File: src/rtl/mux_scan_ctrl.sv
// Scan sequencer for an 8:1 channel mux: steps the select, samples the mux output, and returns a parallel word over valid/ready.
// Optional SCAN_MASK_EN adds ch_mask so that disabled channels are skipped and read back as 0.
module mux_scan_ctrl #(
  parameter int SEL_W  = 3,
  parameter int NUM_CH = 2**SEL_W,
  parameter bit CONT   = 1'b0
) (
  input  logic              clk,
  input  logic              rst,
  input  logic              start,
  input  logic              y,
`ifdef SCAN_MASK_EN
  input  logic [NUM_CH-1:0] ch_mask,
`endif
  input  logic              ready,
  output logic [SEL_W-1:0]  s,
  output logic              busy,
  output logic [NUM_CH-1:0] data_out,
  output logic              valid
);

  typedef enum logic [1:0] {ST_IDLE, ST_SCAN, ST_HOLD} state_t;

  state_t              r_state;
  logic [SEL_W-1:0]    r_cnt;
  logic [NUM_CH-1:0]   r_shadow;
  logic [NUM_CH-1:0]   r_data;
  logic                r_valid;
  logic                r_busy;

  logic [NUM_CH-1:0]   w_start_mask;
  logic [NUM_CH-1:0]   w_run_mask;
  logic [SEL_W:0]      w_first;
  logic [SEL_W:0]      w_next;
  logic [NUM_CH-1:0]   w_word;
  logic                w_go;
  logic                w_launch;

  // Lowest enabled channel strictly above 'after'; MSB of the result flags that one exists.
  function automatic logic [SEL_W:0] f_next_ch(input logic [NUM_CH-1:0] mask, input int after);
    logic [SEL_W:0] res;
    res = '0;
    for (int i = NUM_CH-1; i >= 0; i--) begin
      if (i > after && mask[i]) res = {1'b1, SEL_W'(i)};
    end
    return res;
  endfunction

`ifdef SCAN_MASK_EN
  logic [NUM_CH-1:0]   r_mask;
  assign w_start_mask = ch_mask;
  assign w_run_mask   = r_mask;
`else
  assign w_start_mask = '1;
  assign w_run_mask   = '1;
`endif

  assign w_first  = f_next_ch(w_start_mask, -1);
  assign w_next   = f_next_ch(w_run_mask, int'(r_cnt));
  assign w_go     = start | CONT;
  assign w_launch = w_go & ((r_state == ST_IDLE) | ((r_state == ST_HOLD) & ready));

  // Final word: skipped channels stay 0 because the shadow is cleared when a scan is launched.
  always_comb begin
    w_word        = r_shadow;
    w_word[r_cnt] = y;
  end

  always_ff @(posedge clk) begin
    if (rst) begin
      r_state  <= ST_IDLE;
      r_cnt    <= '0;
      r_shadow <= '0;
      r_data   <= '0;
      r_valid  <= 1'b0;
      r_busy   <= 1'b0;
`ifdef SCAN_MASK_EN
      r_mask   <= '0;
`endif
    end else if (w_launch) begin
`ifdef SCAN_MASK_EN
      r_mask   <= ch_mask;
`endif
      r_shadow <= '0;
      if (w_first[SEL_W]) begin
        r_state <= ST_SCAN;
        r_cnt   <= w_first[SEL_W-1:0];
        r_busy  <= 1'b1;
        r_valid <= 1'b0;
      end else begin
        // No channel enabled: the word is complete immediately.
        r_state <= ST_HOLD;
        r_cnt   <= '0;
        r_busy  <= 1'b0;
        r_data  <= '0;
        r_valid <= 1'b1;
      end
    end else begin
      case (r_state)
        ST_SCAN: begin
          r_shadow[r_cnt] <= y;
          if (w_next[SEL_W]) begin
            r_cnt <= w_next[SEL_W-1:0];
          end else begin
            r_data  <= w_word;
            r_valid <= 1'b1;
            r_busy  <= 1'b0;
            r_cnt   <= '0;
            r_state <= ST_HOLD;
          end
        end
        ST_HOLD: begin
          if (ready) begin
            r_valid <= 1'b0;
            r_state <= ST_IDLE;
          end
        end
        ST_IDLE: ;
        default: r_state <= ST_IDLE;
      endcase
    end
  end

  assign s        = r_cnt;
  assign busy     = r_busy;
  assign data_out = r_data;
  assign valid    = r_valid;

endmodule

File: config.mk
export PLATFORM = sky130hd
export DESIGN_NAME = mux_scan_ctrl
export DESIGN_NICKNAME = d
export VERILOG_FILES = /design/src/rtl/mux_scan_ctrl.sv
export SDC_FILE = /design/constraint.sdc
export NUM_CORES = 1
export LEC_CHECK = 0
export CORE_UTILIZATION = 56
export DETAILED_ROUTE_END_ITERATION = 16
export PLACE_DENSITY = 0.87
export SLEW_MARGIN = 10
export SYNTH_ARGS = -nofsm -noshare
export SYNTH_HDL_FRONTEND = slang
export SYNTH_SLANG_ARGS = --single-unit
File: constraint.sdc
create_clock -name clk -period 2.3 [get_ports clk]
set_input_delay 0.23 -clock clk [delete_from_list [all_inputs] [get_ports clk]]
set_output_delay 0.23 -clock clk [all_outputs]
set_load 0.01 [all_outputs]
# ---- Word level (Yosys, flattened, before mapping)
# Index checks and enable logic that the tools add are counted.
# Widths: inputs -> output; s select.
dict set report totals {
  register_bits 23
  latchBits 0
  mem_bits_rw 0
  romBits 0
  in_bits 5
  elab_cells 61
  mem_count 0
}
dict set report classes {
  n_addsub 0
  multipliers 0
  n_div 0
  magnitude_cmp 9
  eq_ne 8
  n_shift 0
  mux 21
  bitwise 6
  reduce_logical 10
}
# cell n
set ops {}
lappend ops {{$mux 4} 7}
lappend ops {{$gt 3x3->1 const A} 4}
lappend ops {{$reduce_and 3->1} 4}
lappend ops {{$bwmux 8} 1}
lappend ops {{$mux 1} 7}
lappend ops {{$gt 2x3->1 const A} 2}
lappend ops {{$ne 2x2->1 const B} 3}
lappend ops {{$ne 3x3->1 const B} 2}
lappend ops {{$pmux 2 s3} 1}
lappend ops {{$lt 3x4->1 const B} 1}
lappend ops {{$mux 2} 2}
lappend ops {{$reduce_bool 2->1} 2}
lappend ops {{$demux 1 s3} 1}
lappend ops {{$ge 3x1->1 const B} 1}
lappend ops {{$gt 1x3->1 const A} 1}
lappend ops {{$mux 3} 1}
lappend ops {{$not 1->1} 3}
lappend ops {{$and 1x1->1} 2}
lappend ops {{$eq 2x1->1 const B} 1}
lappend ops {{$eq 2x2->1 const B} 1}
lappend ops {{$logic_not 2->1} 1}
lappend ops {{$ne 2x1->1 const B} 1}
lappend ops {{$pmux 1 s2} 1}
lappend ops {{$reduce_and 2->1} 1}
lappend ops {{other kinds (3)} 3}

# ---- Logic depth before layout (Yosys ltp)
# Gate-level depths: netlist of the first run.
dict set report logic_depth {
  ltp_word 11
  mapped_depth 6
  ltp_nobuf 5
}

# ---- Worst setup path after synthesis of the first run
# Ideal clock, no wire load.
dict set report synth_timing {
  path_type {register -> register}
  startpoint {register r_cnt[0] (netlist: s[0])}
  endpoint {register r_state[0]}
  arrival_time_ns 1.572
  slack_ns 0.657
  stages_incl_launch_ff 7
  path_buffers 1
  period_less_slack_ns 1.643
  cell_sequence {dfxtp_1 -> inv_2 -> ha_1 -> maj3_2 -> buf_6 -> a31o_1 -> a21oi_2}
}
dict set report synth_between {
  elab_chain_cells 10
  elab_cells_between_ends 16
  cone_classes {order compare (7); eq/ne (1); mux (7); reduce/logical (1)}
}
# element line
set synth_lines {}
lappend synth_lines {{start, declared} 25} ;# logic [SEL_W-1:0] r_cnt;
lappend synth_lines {{start signal, assigned} 87} ;# r_cnt <= w_first[SEL_W-1:0];
lappend synth_lines {{start signal, assigned} 103} ;# r_cnt <= w_next[SEL_W-1:0];
lappend synth_lines {{$gt 3x3->1} 44} ;# if (i > after && mask[i]) res = {1'b1, SEL_W'(i)};
lappend synth_lines {{$mux 4 (6 in series)} 44}
lappend synth_lines {{$mux 4 *} 44}
lappend synth_lines {{$ne 3x3->1 (no line) *} n/a}
lappend synth_lines {{$reduce_and 3->1 (no line) *} n/a}
lappend synth_lines {{end signal, assigned} 71} ;# r_state <= ST_IDLE;
lappend synth_lines {{end signal, assigned} 86} ;# r_state <= ST_SCAN;
lappend synth_lines {{end signal, assigned} 92} ;# r_state <= ST_HOLD;
lappend synth_lines {{end, declared} 24} ;# state_t r_state;
# Mark *: on every way between the ends. The rest lies on a longest branch, timed or not.
# A chain may end at the register's enable or synchronous reset.

# ---- Final worst setup path of the first run
dict set report layout_timing {
  startpoint {register r_cnt[0] (netlist: s[0])}
  endpoint {register r_data[0] (netlist: data_out[0])}
}
dict set report layout_between {
  elab_chain_cells 10
  elab_cells_between_ends 22
  cone_classes {order compare (9); mux (10); bitwise (1); reduce/logical (2)}
}
# element line
set layout_lines {}
lappend layout_lines {{$gt 3x3->1} 44}
lappend layout_lines {{$mux 4 (7 in series)} 44}
lappend layout_lines {{$not 1->1 (no line)} n/a}
lappend layout_lines {{$reduce_and 3->1 (no line)} n/a}
lappend layout_lines {{end signal, assigned} 105} ;# r_data <= w_word;
lappend layout_lines {{end, declared} 27} ;# logic [NUM_CH-1:0] r_data;
# Several ways; a longest one is shown, not always the timed one.

==> results by stage, run 1 <==
Critical path:
- The cell with the largest stage delay on the worst path is sky130_fd_sc_hd__dfxtp_1.
- Data on the critical path is required at its endpoint by 2.53 ns.
- STA classifies the critical path startpoint as a flip-flop.
- The setup path with the least slack is of type reg -> reg.
- The signal on the critical path passes through inv_2 > ha_1 > maj3_2 > and2_4 > a211oi_2.
- The buffers plus inverters on the worst setup path is 1.
- The family with the most delay on the worst path is flip-flops.
- The worst setup path is captured at a flip-flop.
- Of all nets on the critical path, the largest fanout is 18.
- On the worst path, the slowest cell contributes a delay of 0.71 ns.
- At the worst endpoint, the arrival time is 2.25 ns.

Floorplan:
- The initial standard-cell utilization of the core is 60.4%.
- The core outline area is 0.00200 mm^2.
- 18 I/O pins were placed.
- The floorplan step set the die height to 48.5 um.
- From left edge to right edge, the die measures 48.5 um.
- The die covers 0.00235 mm^2.
- The floorplan has 16 rows.

Synth:
- The share of the synthesized area in compound gates (AO/OA/AOI/OAI) is 25.1%.
- The total of warnings raised by yosys is 0.
- The synthesized netlist occupies a cell area of 0.00121 mm^2.
- Counting every net in the synthesized netlist gives 131.
- Summing the areas of all and, or, nand and nor instances in the mapped netlist gives 17.1% of the synthesized area.
- After synthesis, the netlist uses 33 different library cells.
- The synthesized netlist devotes 0% of its cell area to XOR and XNOR gates.
- After Yosys synthesis, full adders, half adders and majority gates account for 4.03% of the synthesized area.
- In the synthesized netlist the async set-or-reset flop fraction comes to 0%.
- The top cell type by area accounts for 38.1% of the synthesized area.
- By area, the combinational part of the netlist is dominated by compound AO/OA/AOI/OAI gates.
- Measured against the total synthesized area, the mux share comes to 7.45%.
- The synthesized design contains 0 enable-type register cells.
- Synthesis produced a netlist whose cell count is 123.
- The cell taking the most area after synthesis is sky130_fd_sc_hd__dfxtp_1.
- The synthesized design contains 23 register bits.
- Of the synthesized area, sequential elements account for 38.1%.
- Ranked by total cell area, the synthesized netlist is headed by sky130_fd_sc_hd__dfxtp_1 (38%), sky130_fd_sc_hd__a211oi_2 (8.3%), sky130_fd_sc_hd__mux2i_1 (7.4%), sky130_fd_sc_hd__a21oi_1 (5.8%), sky130_fd_sc_hd__buf_6 (4.7%).
- Among all flip-flop cells after synthesis, the most frequent one is sky130_fd_sc_hd__dfxtp_1.
- The average size of a mapped cell is 9.84 um^2.

Placed design:
- After legalization and detailed placement, the total HPWL measured 1.69 mm.
- The routability congestion estimate is 0.869.
- Prior to clock tree synthesis, the placed netlist has a worst setup slack of 0.331 ns.
- The placed cell count is 159.
- The number of input and output port buffers inserted is 17.

Timing:
- The relative slew slack is 61.7%.
- Setup repair after global routing left no endpoint under its margin.
- The final worst-path setup slack is 0.277 ns.
- For the pin with the worst max-slew slack, the measured transition is 0.573 ns.
- The routed design could run at a clock period as short as 2.02 ns.
- The final number of hold-violating endpoints is 0.
- Static timing analysis puts the maximum clock frequency at 0.494 GHz.
- In the finished design, the share of the clock period the worst path needs comes to 88.0%.
- The number of failing setup endpoints in the final timing report is 0.
- In the final timing run, aggregate negative setup slack is 0 ns.
- Final hold analysis gives a worst-case slack of 0.482 ns.
- The final-report max-slew violation count is 0.
- The clock arrives with 0.00708 ns of skew.

Global routing:
- Global routing used 20.8% of the available tracks across all layers.
- The first global-routing pass estimated 3.91 mm of wire.
- Entering global routing, the biggest net connects 19 pins.
- For this run the aggregate overflow at the end of global routing stands at 0.
- The number of global-route vias before repair is 844.
- The initial antenna violation count was 0.

Worst hold path:
- The worst min-delay path class is reg -> reg.

Cells and area:
- Leaving out fill and tap cells, the most frequent cells in the layout are sky130_fd_sc_hd__dfxtp_1 (23), sky130_fd_sc_hd__clkdlybuf4s50_1 (17), sky130_fd_sc_hd__a21oi_1 (14).
- For this run, the post-layout net count is 145.
- The total of fill cells in the finished design is 158.
- At the end of the flow the core is filled with cells to 68.9%.
- The library cell used most frequently in the layout, excluding fill and tap cells, is sky130_fd_sc_hd__dfxtp_1.
- The area growth from synthesis to layout is 14.0%.
- The repair_antennas step left the layout with diodes totalling 0.
- The fraction of layout instances using a drive strength above 1 is 17.6%.
- The non-filler instance count after layout is 163.

Power and ir drop:
- Sequential cells account for 61.5% of the total power.
- The relative contribution of the clock network to total power is 27.0%.
- The combinational fraction of design power is 11.6%.
- The switching power is 0.177 mW.
- The worst-case IR drop observed on VDD is 0.359 mV.
- The total internal power is 0.507 mW.
- In this run the power density over the cells is 496 mW/mm^2.
- Summed over all cells, the static leakage comes to 0.461 nW.
- In this run switching power makes up 25.9% of total power.

CTS:
- The deepest level of the CTS H-tree is 1.
- The number of setup buffers added after CTS is 0.
- Buffers inserted to repair hold after CTS numbered 0.
- The later pin in the worst-skew pair is clocked with a latency of 0.30 ns.
- The number of gates resized after CTS was 0.
- TritonCTS built the clock tree.
- After clock tree synthesis, the clock-pin slew on the worst setup and hold paths is 0.13 ns.
- The longest clock path from root to sink contains 2 buffers.
- The clock net in this run drives a total of 23 sinks.
- Buffers inserted during clock tree synthesis total 3.
- The clock tree root buffer cell is sky130_fd_sc_hd__clkbuf_4.

Route:
- The pre-antenna-repair detailed-routing pass consisted of 4 iterations.
- The post-detailed-routing wire length is 2.34 mm.
- The total via count after detailed routing is 950.
- The number of DRC violations after detailed-routing iteration 0 is 15.
- Dividing the detail-routed wire length by the instance count gives 14.3 um.
- The via count normalized by instance count is 5.83.
- The residual DRC count is 0.
- The remaining antenna violation count is 0.

Run:
- Across the run, the number of max-cap violations was 0.

Outcome:
- The run finished with clean final reports.
[power groups by stage]
stage | Clock (mW) | Sequential (mW) | Combinational (mW)
CTS | 0.188 | 0.420 | 0.0787
detailed placement | 0 | 0.429 | 0.0784
finish | 0.185 | 0.421 | 0.0792
floorplan | 0 | 0.426 | 0.0569
global placement | 0 | 0.428 | 0.0769
global route | 0.208 | 0.423 | 0.0860
[layer usage]
layer	GRT usage, %	vias up	wire length [um]	part of all wire [%]
li1	-	479	-	-
met1	29.1	449	1110	48
met2	33.6	22	1120	48
met3	3.77	0	102	4.4
met4	3.92	0	0	0
met5	0	-	0	0
[worst reg2reg max path, cell delays in order, from the launching register on]
cell and delay [ns]:
sky130_fd_sc_hd__dfxtp_1 0.71, sky130_fd_sc_hd__inv_2 0.14, sky130_fd_sc_hd__ha_1 0.27, sky130_fd_sc_hd__maj3_2 0.41
sky130_fd_sc_hd__and2_4 0.24, sky130_fd_sc_hd__a211oi_2 0.20
[stage by stage]
step	power (mW)	cell area [um^2]
6_report	0.685	1380
5_1_grt	0.717	1380
4_1_cts	0.687	1380
3_5_place_dp	0.508	1350
3_3_place_gp	0.505	1350
2_1_floorplan	0.482	1210
[synthesized netlist by cell type (all sizes together) (2+ instances only)]
cell,instances
mux2i,9
nand2,4
dfxtp,23
buf,10
a31o,2
o31ai,2
nor3b,3
nand3,3
nand3b,4
a31oi,3
or4,2
inv,4
nand2b,4
a21oi,15
nor2,5
nor3,3
ha,3
a211oi,14
[state kept, by name, indices dropped and copies added, names as in the netlist]
register  cells
busy          1
data_out      8
r_shadow      8
r_state       2
s             3
valid         1
[path summary, 6_finish.rpt]
| path | startpoint | endpoint | slack, ns | cells past startpoint |
|---|---|---|---|---|
| max | s[0] | data_out[0] | 0.28 | 5 |
| min reg2reg | r_shadow[5] | r_shadow[5] | 0.48 | 2 |
| min | r_shadow[5] | r_shadow[5] | 0.48 | 2 |
| max reg2reg | s[0] | data_out[0] | 0.28 | 5 |
[final cells by class]
class / instances / area, um^2 / area share (%)
Multi-Input combinational cell: 85 / 649 / 47.1
Sequential cell: 23 / 460 / 33.4
Timing Repair Buffer: 20 / 193 / 14.0
Tap cell: 27 / 33.8 / 2.45
Clock buffer: 3 / 22.5 / 1.63
Inverter: 4 / 15.0 / 1.09
Clock inverter: 1 / 5.00 / 0.363
[logic make-up (layout without fill, tap and decap cells)]
family	after synthesis	after routing
AOI/OAI and AO/OA	40	40
adders and majority gates	4	4
and+or+nand+nor	32	32
muxes	9	9
DFF	23	23
buffers and inverters	15	28
No activity file was read; power rests on OpenSTA's default activity.
==> inputs of run 2 (changes only) <==
--- a/config.mk
+++ b/config.mk
@@ -5,8 +5,10 @@
 export SDC_FILE = /design/constraint.sdc
 export NUM_CORES = 1
 export LEC_CHECK = 0
+export ABC_CLOCK_PERIOD_IN_PS = 2300
 export CORE_UTILIZATION = 56
 export DETAILED_ROUTE_END_ITERATION = 16
+export GPL_TIMING_DRIVEN = 0
 export PLACE_DENSITY = 0.87
 export SLEW_MARGIN = 10
 export SYNTH_ARGS = -nofsm -noshare
==> results by stage, run 2 (synthesis gave the netlist of run 1 again) <==
Timing:
- For the finished layout, the period the worst path requires is 1.77 ns.
- The number of failing setup endpoints in the final timing report is 0.
- On the final layout, the worst hold slack is 0.267 ns.
- Measured against its own limit, the worst slew margin works out to 52.1%.
- The final number of hold-violating endpoints is 0.
- Static timing analysis puts the maximum clock frequency at 0.564 GHz.
- The final-report max-slew violation count is 0.
- Adding up every negative setup slack in the final design gives 0 ns.
- On the final layout, the worst clock skew is 0.00547 ns.
- Setup repair after global routing left no endpoint under its margin.
- After layout, the worst path uses 77.0% of the clock period.
- The worst-margin pin slew is 0.719 ns.

Critical path:
- The family with the most delay on the worst path is adder cells.
- The worst setup path is captured at a flip-flop.
- The critical path in this run is classified as reg -> reg.
- The maximum cell stage delay along the critical path is 0.51 ns.
- The required time at the worst-slack endpoint is 2.54 ns.
- On the critical path, the stage with the largest delay is an instance of sky130_fd_sc_hd__dfxtp_1.
- The largest driver fanout on the critical path is 10.
- Together, buffers and inverters on the worst path number 2.
- STA classifies the critical path startpoint as a flip-flop.
- STA puts the critical path data arrival time at 2.01 ns.
- Traced cell by cell, the critical path runs through inv_2 > ha_1 > maj3_2 > buf_6 > a31o_1 > a21oi_2.

Floorplan:
- The floorplan step set the die height to 48.5 um.
- 18 I/O pins were placed.
- The floorplan step defined a die boundary enclosing 0.00235 mm^2.
- Row generation in the floorplan step produced 16 rows.
- The die width is 48.5 um.
- The core outline area is 0.00200 mm^2.
- Once the floorplan was initialized, standard cells occupied 60.4% of the core.

Route:
- In the routed layout, each cell is associated on average with a via count of 5.81.
- The remaining antenna violation count is 0.
- After the first detailed-routing iteration, the DRC count stood at 17.
- The residual DRC count is 0.
- The first-pass iteration count of the detailed router is 4.
- For this block, the routed nets add up to 2.53 mm of wire.
- Dividing the detail-routed wire length by the instance count gives 14.9 um.
- The total via count after detailed routing is 987.

CTS:
- For this design, the CTS-stage hold fixing added 0 buffers.
- The clock tree root buffer cell is sky130_fd_sc_hd__clkbuf_4.
- Clock-pin slew was measured on the worst setup and hold paths at 0.12 ns.
- The number of resized instances in the post-cts repair step is 0.
- TritonCTS built the clock tree.
- The TritonCTS buffer count is 3.
- The deepest level of the CTS H-tree is 1.
- Clock latency on the worst-skew pair, taken at its later pin, is 0.31 ns.
- The number of setup buffers added after CTS is 0.
- CTS saw 23 sinks.
- The buffer levels on the longest clock path is 2.

Power and ir drop:
- The power per standard cell area is 478 mW/mm^2.
- Internal power comes to 0.511 mW.
- Of the total power, the share spent switching nets is 25.3%.
- Of the total power, combinational logic draws 12.3%.
- The static leakage is 0.494 nW.
- VDD sags by at most 0.505 mV.
- The switching power is 0.173 mW.
- Per report_power, the clock group accounts for 26.7% of the total.
- The sequential group share of total power is 61.1%.

Placed design:
- Counting tap cells, the placed design contains a total of 166 instances.
- The routability congestion estimate is 0.850.
- The HPWL after detailed placement is 1.79 mm.
- Input and output buffers added on the ports amount to 16.

Outcome:
- The flow ran to the end, and the final reports show no timing, DRC or antenna violations.

Cells and area:
- From synthesis to final layout, the design area changed by 18.2%.
- The most common library cell in the layout ignoring fill and taps is sky130_fd_sc_hd__dfxtp_1.
- The number of diodes is 0.
- Leaving out fill and tap cells, the most frequent cells in the layout are sky130_fd_sc_hd__dfxtp_1 (23), sky130_fd_sc_hd__clkdlybuf4s50_1 (16), sky130_fd_sc_hd__a21oi_1 (14).
- The fraction of layout instances using a drive strength above 1 is 21.0%.
- The non-filler instance count after layout is 170.
- After the last flow step, the layout net total stands at 152.

Global routing:
- The initial antenna violation count came to 0.
- The total global routing overflow is 0.
- The number of global-route vias before repair is 950.
- The pin count of the biggest net entering global routing is 13.
- The overall fraction of global-route tracks in use is 23.9%.
- The first global-routing pass estimated 4.32 mm of wire.

Worst hold path:
- The worst min-delay path class is in -> reg.

Run:
- The number of maximum-capacitance violations is 0.
## run 2: cell count changes in the layout (fill, tap and decap cells not counted), sizes merged
| cell | previous run | this run |
|---|---|---|
| clkbuf | 3 | 5 |
| clkdlybuf4s50 | 17 | 16 |
| buf | 3 | 10 |
| clkinv | 1 | 0 |
## run 2: worst paths after layout
path	startpoint	end	slack, ns	cells past startpoint
worst max-delay path	s[0]	r_state[0]	0.53	6
worst min-delay path	y	r_shadow[0]	0.27	3
worst max register to register	s[0]	r_state[0]	0.53	6
worst min register to register	r_shadow[5]	r_shadow[5]	0.49	2
## run 2: final cells by class
class,count,area (um^2)
multi-input cells,85,649
flip-flops and latches,23,460
inverters,4,15.0
plain buffers,11,85.1
clock buffers,4,26.3
fillers,162,572
well taps,27,33.8
repair buffers,16,160
## run 2: worst min-delay path: cells and delay by family
kind                   cells  cell delay, ns
buffers and inverters      1            0.16
AND/OR/NAND/NOR            1            0.08
AO/OA/AOI/OAI              1            0.06
## run 2: power by group through the flow
stage               clock (mW)  sequential, mW  combinational (mW)
floorplan                    0           0.426              0.0569
global placement             0           0.425              0.0809
detailed placement           0           0.426              0.0832
CTS                      0.183           0.417              0.0836
global route             0.202           0.419              0.0929
finish                   0.182           0.417              0.0839
## run 2: per-stage QoR
step	setup WS, ns	utilization [%]	area (um^2)	power, mW
floorplan	0.657	-	1210	0.482
detailed placement	0.564	70.1	1400	0.509
CTS	0.527	71.4	1430	0.684
global placement	0.591	70.1	1400	0.506
finish	0.528	71.4	1430	0.683
global route	0.441	71.4	1430	0.714
## run 2: routing by layer
layer  vias to the layer above  wire [um]  global-route usage, %  share of wire (%)
met5                         -          0                      0                  0
met4                         0         49                   10.8                1.9
met3                         6         59                   3.14                2.3
met2                        18       1180                   38.7                 47
met1                       464       1240                   31.6                 49
li1                        499          -                      -                  -
==> inputs of run 3 (changes only) <==
--- a/config.mk
+++ b/config.mk
@@ -5,11 +5,12 @@
 export SDC_FILE = /design/constraint.sdc
 export NUM_CORES = 1
 export LEC_CHECK = 0
-export ABC_CLOCK_PERIOD_IN_PS = 2300
-export CORE_UTILIZATION = 56
+export ABC_CLOCK_PERIOD_IN_PS = 1740
+export CORE_ASPECT_RATIO = 1.75
+export CORE_UTILIZATION = 52
 export DETAILED_ROUTE_END_ITERATION = 16
 export GPL_TIMING_DRIVEN = 0
-export PLACE_DENSITY = 0.87
+export PLACE_DENSITY = 0.82
 export SLEW_MARGIN = 10
 export SYNTH_ARGS = -nofsm -noshare
 export SYNTH_HDL_FRONTEND = slang
==> constraint.sdc (replaced) <==
create_clock -name clk -period 1.74 [get_ports clk]
set_input_delay 0.174 -clock clk [delete_from_list [all_inputs] [get_ports clk]]
set_output_delay 0.174 -clock clk [all_outputs]
set_load 0.01 [all_outputs]
==> results by stage, run 3 (synthesis gave the netlist of run 1 again) <==
Cells and area:
- The top cell types in the final layout, fill and taps aside, are sky130_fd_sc_hd__dfxtp_1 (22), sky130_fd_sc_hd__clkdlybuf4s50_1 (16), sky130_fd_sc_hd__a21oi_1 (14).
- 0 antenna diodes ended up in the layout.
- The most common library cell in the layout ignoring fill and taps is sky130_fd_sc_hd__dfxtp_1.
- The net count of the finished layout is 152.
- Cells fill 66.6% of the core in the end.
- Compared with the post-synthesis result, the final layout area differs by 18.2%.
- Cells with a size suffix above 1 make up 21.7% of the layout.
- Counting the fill cells in the layout gives 181.

CTS:
- The source-to-sink clock delay at the later pin of the worst-skew pair is 0.30 ns.
- The deepest level of the CTS H-tree is 1.
- TritonCTS built the clock tree.
- The buffer levels on the longest clock path is 2.
- Buffers inserted during clock tree synthesis total 3.
- Counting every sink on the clock net gives 23.
- After clock tree synthesis, the clock-pin slew on the worst setup and hold paths is 0.12 ns.
- After clock tree synthesis, the flow added hold-fix buffers numbering 0.
- The tree is rooted in a sky130_fd_sc_hd__clkbuf_4.

Global routing:
- The overall fraction of global-route tracks in use is 24.0%.
- The pin count of the biggest net entering global routing is 13.
- Summed over all layers, the global routing overflow is 0.
- The wire length of the first global-routing pass is 4.40 mm.
- The number of global-route vias before repair is 987.
- The initial antenna violation count was 0.

Floorplan:
- The die width is 38.5 um.
- The floorplan has 22 rows.
- The floorplan step defined a die boundary enclosing 0.00253 mm^2.
- The initial standard-cell utilization of the core is 56.4%.
- The number of primary I/O pins is 18.
- The die height is 65.8 um.
- After floorplanning, the core was sized to cover 0.00215 mm^2.

Placed design:
- The routability congestion estimate is 0.861.
- The HPWL after detailed placement is 1.81 mm.
- At the placement stage, the worst setup path has a slack of -0.0207 ns.
- Buffers placed on the I/O ports in this run total 16.

Power and ir drop:
- The static leakage is 0.495 nW.
- The peak supply drop is 0.609 mV.
- The power per standard cell area is 628 mW/mm^2.

Route:
- The total via count after detailed routing is 989.
- After detailed routing, the number of remaining DRC violations is 0.
- The first-pass iteration count of the detailed router is 4.
- The post-detailed-routing wire length is 2.44 mm.
- The average detailed-routed wire length per instance is 14.6 um.
- Dividing the detail-routed via count by the number of cells gives 5.92.
- In this run, the number of DRC markers left after iteration 0 of detailed routing was 25.
- The remaining antenna violation count is 0.

Timing:
- The total negative slack is 0 ns.
- The final critical delay including setup and external delays is 1.63 ns.
- The final worst-path setup slack is 0.108 ns.
- The maximum operating frequency is 0.613 GHz.
- On the final layout, the worst hold slack is 0.217 ns.
- The final number of hold-violating endpoints is 0.
- Between clock sinks in the finished design, the worst skew comes to 0.00498 ns.
- The final critical path takes up 93.8% of the cycle.
- The number of failing setup endpoints in the final timing report is 0.
- The relative slew slack is 55.7%.
- The worst-margin pin slew is 0.664 ns.
- The final-report max-slew violation count is 0.
- Setup repair after global routing left no endpoint under its margin.

Critical path:
- The critical path class is reg -> reg.
- The required time at the worst-slack endpoint is 1.98 ns.
- The startpoint class of the critical path is a flip-flop.
- The largest driver fanout on the critical path is 10.
- The endpoint arrival time on the critical path is 1.88 ns.
- The worst setup path is captured at a flip-flop.

Run:
- Max-cap violations in this run came to 0.

Outcome:
- The flow ran to the end, and the final reports show no timing, DRC or antenna violations.

Worst hold path:
- The worst min-delay path class is in -> reg.
[run 3: layout make-up]
type	count	area [um^2]	share of cell area (%)
Tap cell	24	30.0	2.10
Inverter	4	15.0	1.05
Clock buffer	4	26.3	1.84
Multi-Input combinational cell	85	649	45.4
Sequential cell	23	464	32.5
Buffer	11	85.1	5.95
Timing Repair Buffer	16	160	11.2
[run 3: critical path, stage by stage, from the launching register on]
cell and delay, ns:
sky130_fd_sc_hd__dfxtp_4 0.42, sky130_fd_sc_hd__inv_2 0.07, sky130_fd_sc_hd__ha_1 0.23, sky130_fd_sc_hd__maj3_2 0.34, sky130_fd_sc_hd__buf_6 0.16, sky130_fd_sc_hd__a31o_1 0.23, sky130_fd_sc_hd__a21oi_2 0.12
[run 3: final timing paths]
path / startpoint / end / slack (ns) / cells past startpoint
setup reg to reg: s[0] / r_state[0] / 0.11 / 6
setup / recovery: s[0] / r_state[0] / 0.11 / 6
hold reg to reg: valid / valid / 0.49 / 2
hold / removal: y / r_shadow[0] / 0.22 / 3
[run 3: through the flow]
stage	instances	total power, mW	cell area [um^2]
floorplan	123	0.638	1210
global placement	163	0.669	1400
detailed placement	163	0.672	1400
CTS	167	0.910	1430
global route	167	0.944	1430
finish	167	0.898	1430
[run 3: repair_timing]
action                                  in CTS  in global routing
endpoints found under the setup margin      10                  4
gates resized for setup                      1                  1
setup buffers                                0                  0
[run 3: where the power goes]
group	switching [mW]	internal, mW
combinational	0.0633	0.0456
clock	0.148	0.0893
sequential	0.0118	0.540
total	0.224	0.674
[run 3: layer usage]
layer  wire, um  track usage, %
met1       1100            29.1
met2       1260            40.3
met3         43            3.03
met4         40            11.2
met5          0               0
==> RTL edit (settings of run 3) <==
The 3 states of `state_t` get a one-hot encoding in 3 bits.
--- a/src/rtl/mux_scan_ctrl.sv
+++ b/src/rtl/mux_scan_ctrl.sv
@@ -19,7 +19,7 @@
   output logic              valid
 );
 
-  typedef enum logic [1:0] {ST_IDLE, ST_SCAN, ST_HOLD} state_t;
+  typedef enum logic [2:0] {ST_IDLE = 3'b001, ST_SCAN = 3'b010, ST_HOLD = 3'b100} state_t;
 
   state_t              r_state;
   logic [SEL_W-1:0]    r_cnt;
Formal check against the unedited RTL: no difference found for any inputs over 10 cycles, from zero or initial values and one cycle with rst high; not proved beyond that.
==> RTL edit against run 3 <==
- wire length is 0.53% lower
- worst setup slack worse by 0.054 ns
- non-clock buffer count did not move
- sequential power grew 2%
- sequential cell count grew 1
- cell area grew 0.53%
- synthesized area fell by 1.7%
- clock power increased by 5%
- power fell by 1.1%
==> RTL edit: results (changes against run 3) <==
Synth
  – Syn avg cell area: 9.01 sq um (was 9.84 sq um)
  – Area share of fa/ha/maj cells after synthesis: 0.0410 (was 0.0403)
  – Syn_nets: 140 (was 131)
  – Post-synth cell types: 29 (was 33)
  – Synth cell count leaders: 24 x dfxtp_1, 22 x nor2_1, 10 x mux2i_1 (was 23 x dfxtp_1, 14 x a21oi_1, 9 x mux2i_1)
  – Most area-consuming cells after synthesis: dfxtp_1 40%, mux2i_1 8.4%, a211oi_2 7.4% (was dfxtp_1 38%, a211oi_2 8.3%, mux2i_1 7.4%)

Routing
  – M1 wire length: 1050 um (was 1100 um)
  – Initial DRC Count: 16 (was 25)
  – Routed WL per cell: 13.7 um (was 14.6 um)
  – Final Routed Wirelength: 2430 um (was 2440 um)
  – Number of vias per cell: 5.65 (was 5.92)

Critical path
  – Flop-to-flop setup slack: 0.05 ns (was 0.11 ns)
  – Reg2reg path depth: 7 (was 6)

Timing
  – Slew HR: 0.586 (was 0.557)
  – Fin Clk Skew: 0.00532 ns (was 0.00498 ns)
  – Hold slack: 0.305 ns (was 0.217 ns)

Place
  – Post-Place Worst Slack: -0.0760 ns (was -0.0207 ns)
  – Placed instance area: 1390 sq um (was 1400 sq um)
  – Gpl congestion: 0.739 (was 0.861)
  – Post-DP HPWL: 1780 um (was 1810 um)

Power and ir drop
  – Switching portion of total power: 0.236 (was 0.249)
  – Peak VDD IR: 0.000457 V (was 0.000609 V)
  – Leak: 0.519 nW (was 0.495 nW)
  – Gate power share: 0.083 (was 0.121)

Final layout
  – Fillers: 174 (was 181)
  – Layout cells sized above 1: 0.150 (was 0.217)

Run status
  – Status: finished clean (unchanged)

Worst hold path
  – Hold EP: r_shadow[4]$_SDFFE_PP0P_ (was r_shadow[0]$_SDFFE_PP0P_)

Global route
  – Total GRT Usage: 0.214 (was 0.240)
  – First-pass GRT wire length: 3850 um (was 4400 um)
  – Pin count of the biggest net entering global routing: 14 (was 13)
RTL edit: cell types whose count changed after synthesis, moves of 3 or more:
cell	before	now
nor3_2	3	0
nor3b_1	3	0
nor2b_1	0	4
nor3_1	0	8
a21oi_1	14	5
o21ai_0	1	4
nor2_1	5	22
buf_6	5	1
RTL edit: tightest hold or removal path: cells and delay by family:
family | cells | cell delay, ns
buffers and inverters | 1 | 0.18
multiplexers | 1 | 0.17
AND/OR/NAND/NOR | 1 | 0.05
RTL edit: final cells by class:
class	count	area [sq um]	share of cell area
Multi-Input combinational cell	95	647	0.450
Tap cell	24	30.0	0.0209
Clock buffer	4	26.3	0.0183
Inverter	3	13.8	0.00957
Timing Repair Buffer	18	175	0.122
Sequential cell	24	484	0.337
Buffer	9	61.3	0.0426
RTL edit: how the worst max path moves through the flow:
stage	startpoint	end	slack, ns	cells after the start
floorplan	s[0]$_SDFFE_PP0P_	data_out[1]$_SDFFE_PP0P_	0.01	8
global placement	s[0]$_SDFFE_PP0P_	data_out[1]$_SDFFE_PP0P_	-0.05	8
detailed placement	s[0]$_SDFFE_PP0P_	valid$_SDFFE_PP0P_	-0.08	9
CTS	s[0]$_SDFFE_PP0P_	data_out[1]$_SDFFE_PP0P_	0.001	7
global route	s[0]$_SDFFE_PP0P_	data_out[1]$_SDFFE_PP0P_	-0.003	7
finish	s[0]$_SDFFE_PP0P_	data_out[1]$_SDFFE_PP0P_	0.05	7
RTL edit: per-layer routing:
layer | global-route usage | up-vias
li1 | - | 503
met1 | 0.242 | 479
met2 | 0.375 | 13
met3 | 0.0304 | 5
met4 | 0.0938 | 0
met5 | 0 | -
RTL edit: cells by family after synthesis:
kind of cell | count (synthesis)
fa+ha+maj | 4
compound gates | 27
simple gates | 54
buf+inv | 13
mux | 10
flops | 24
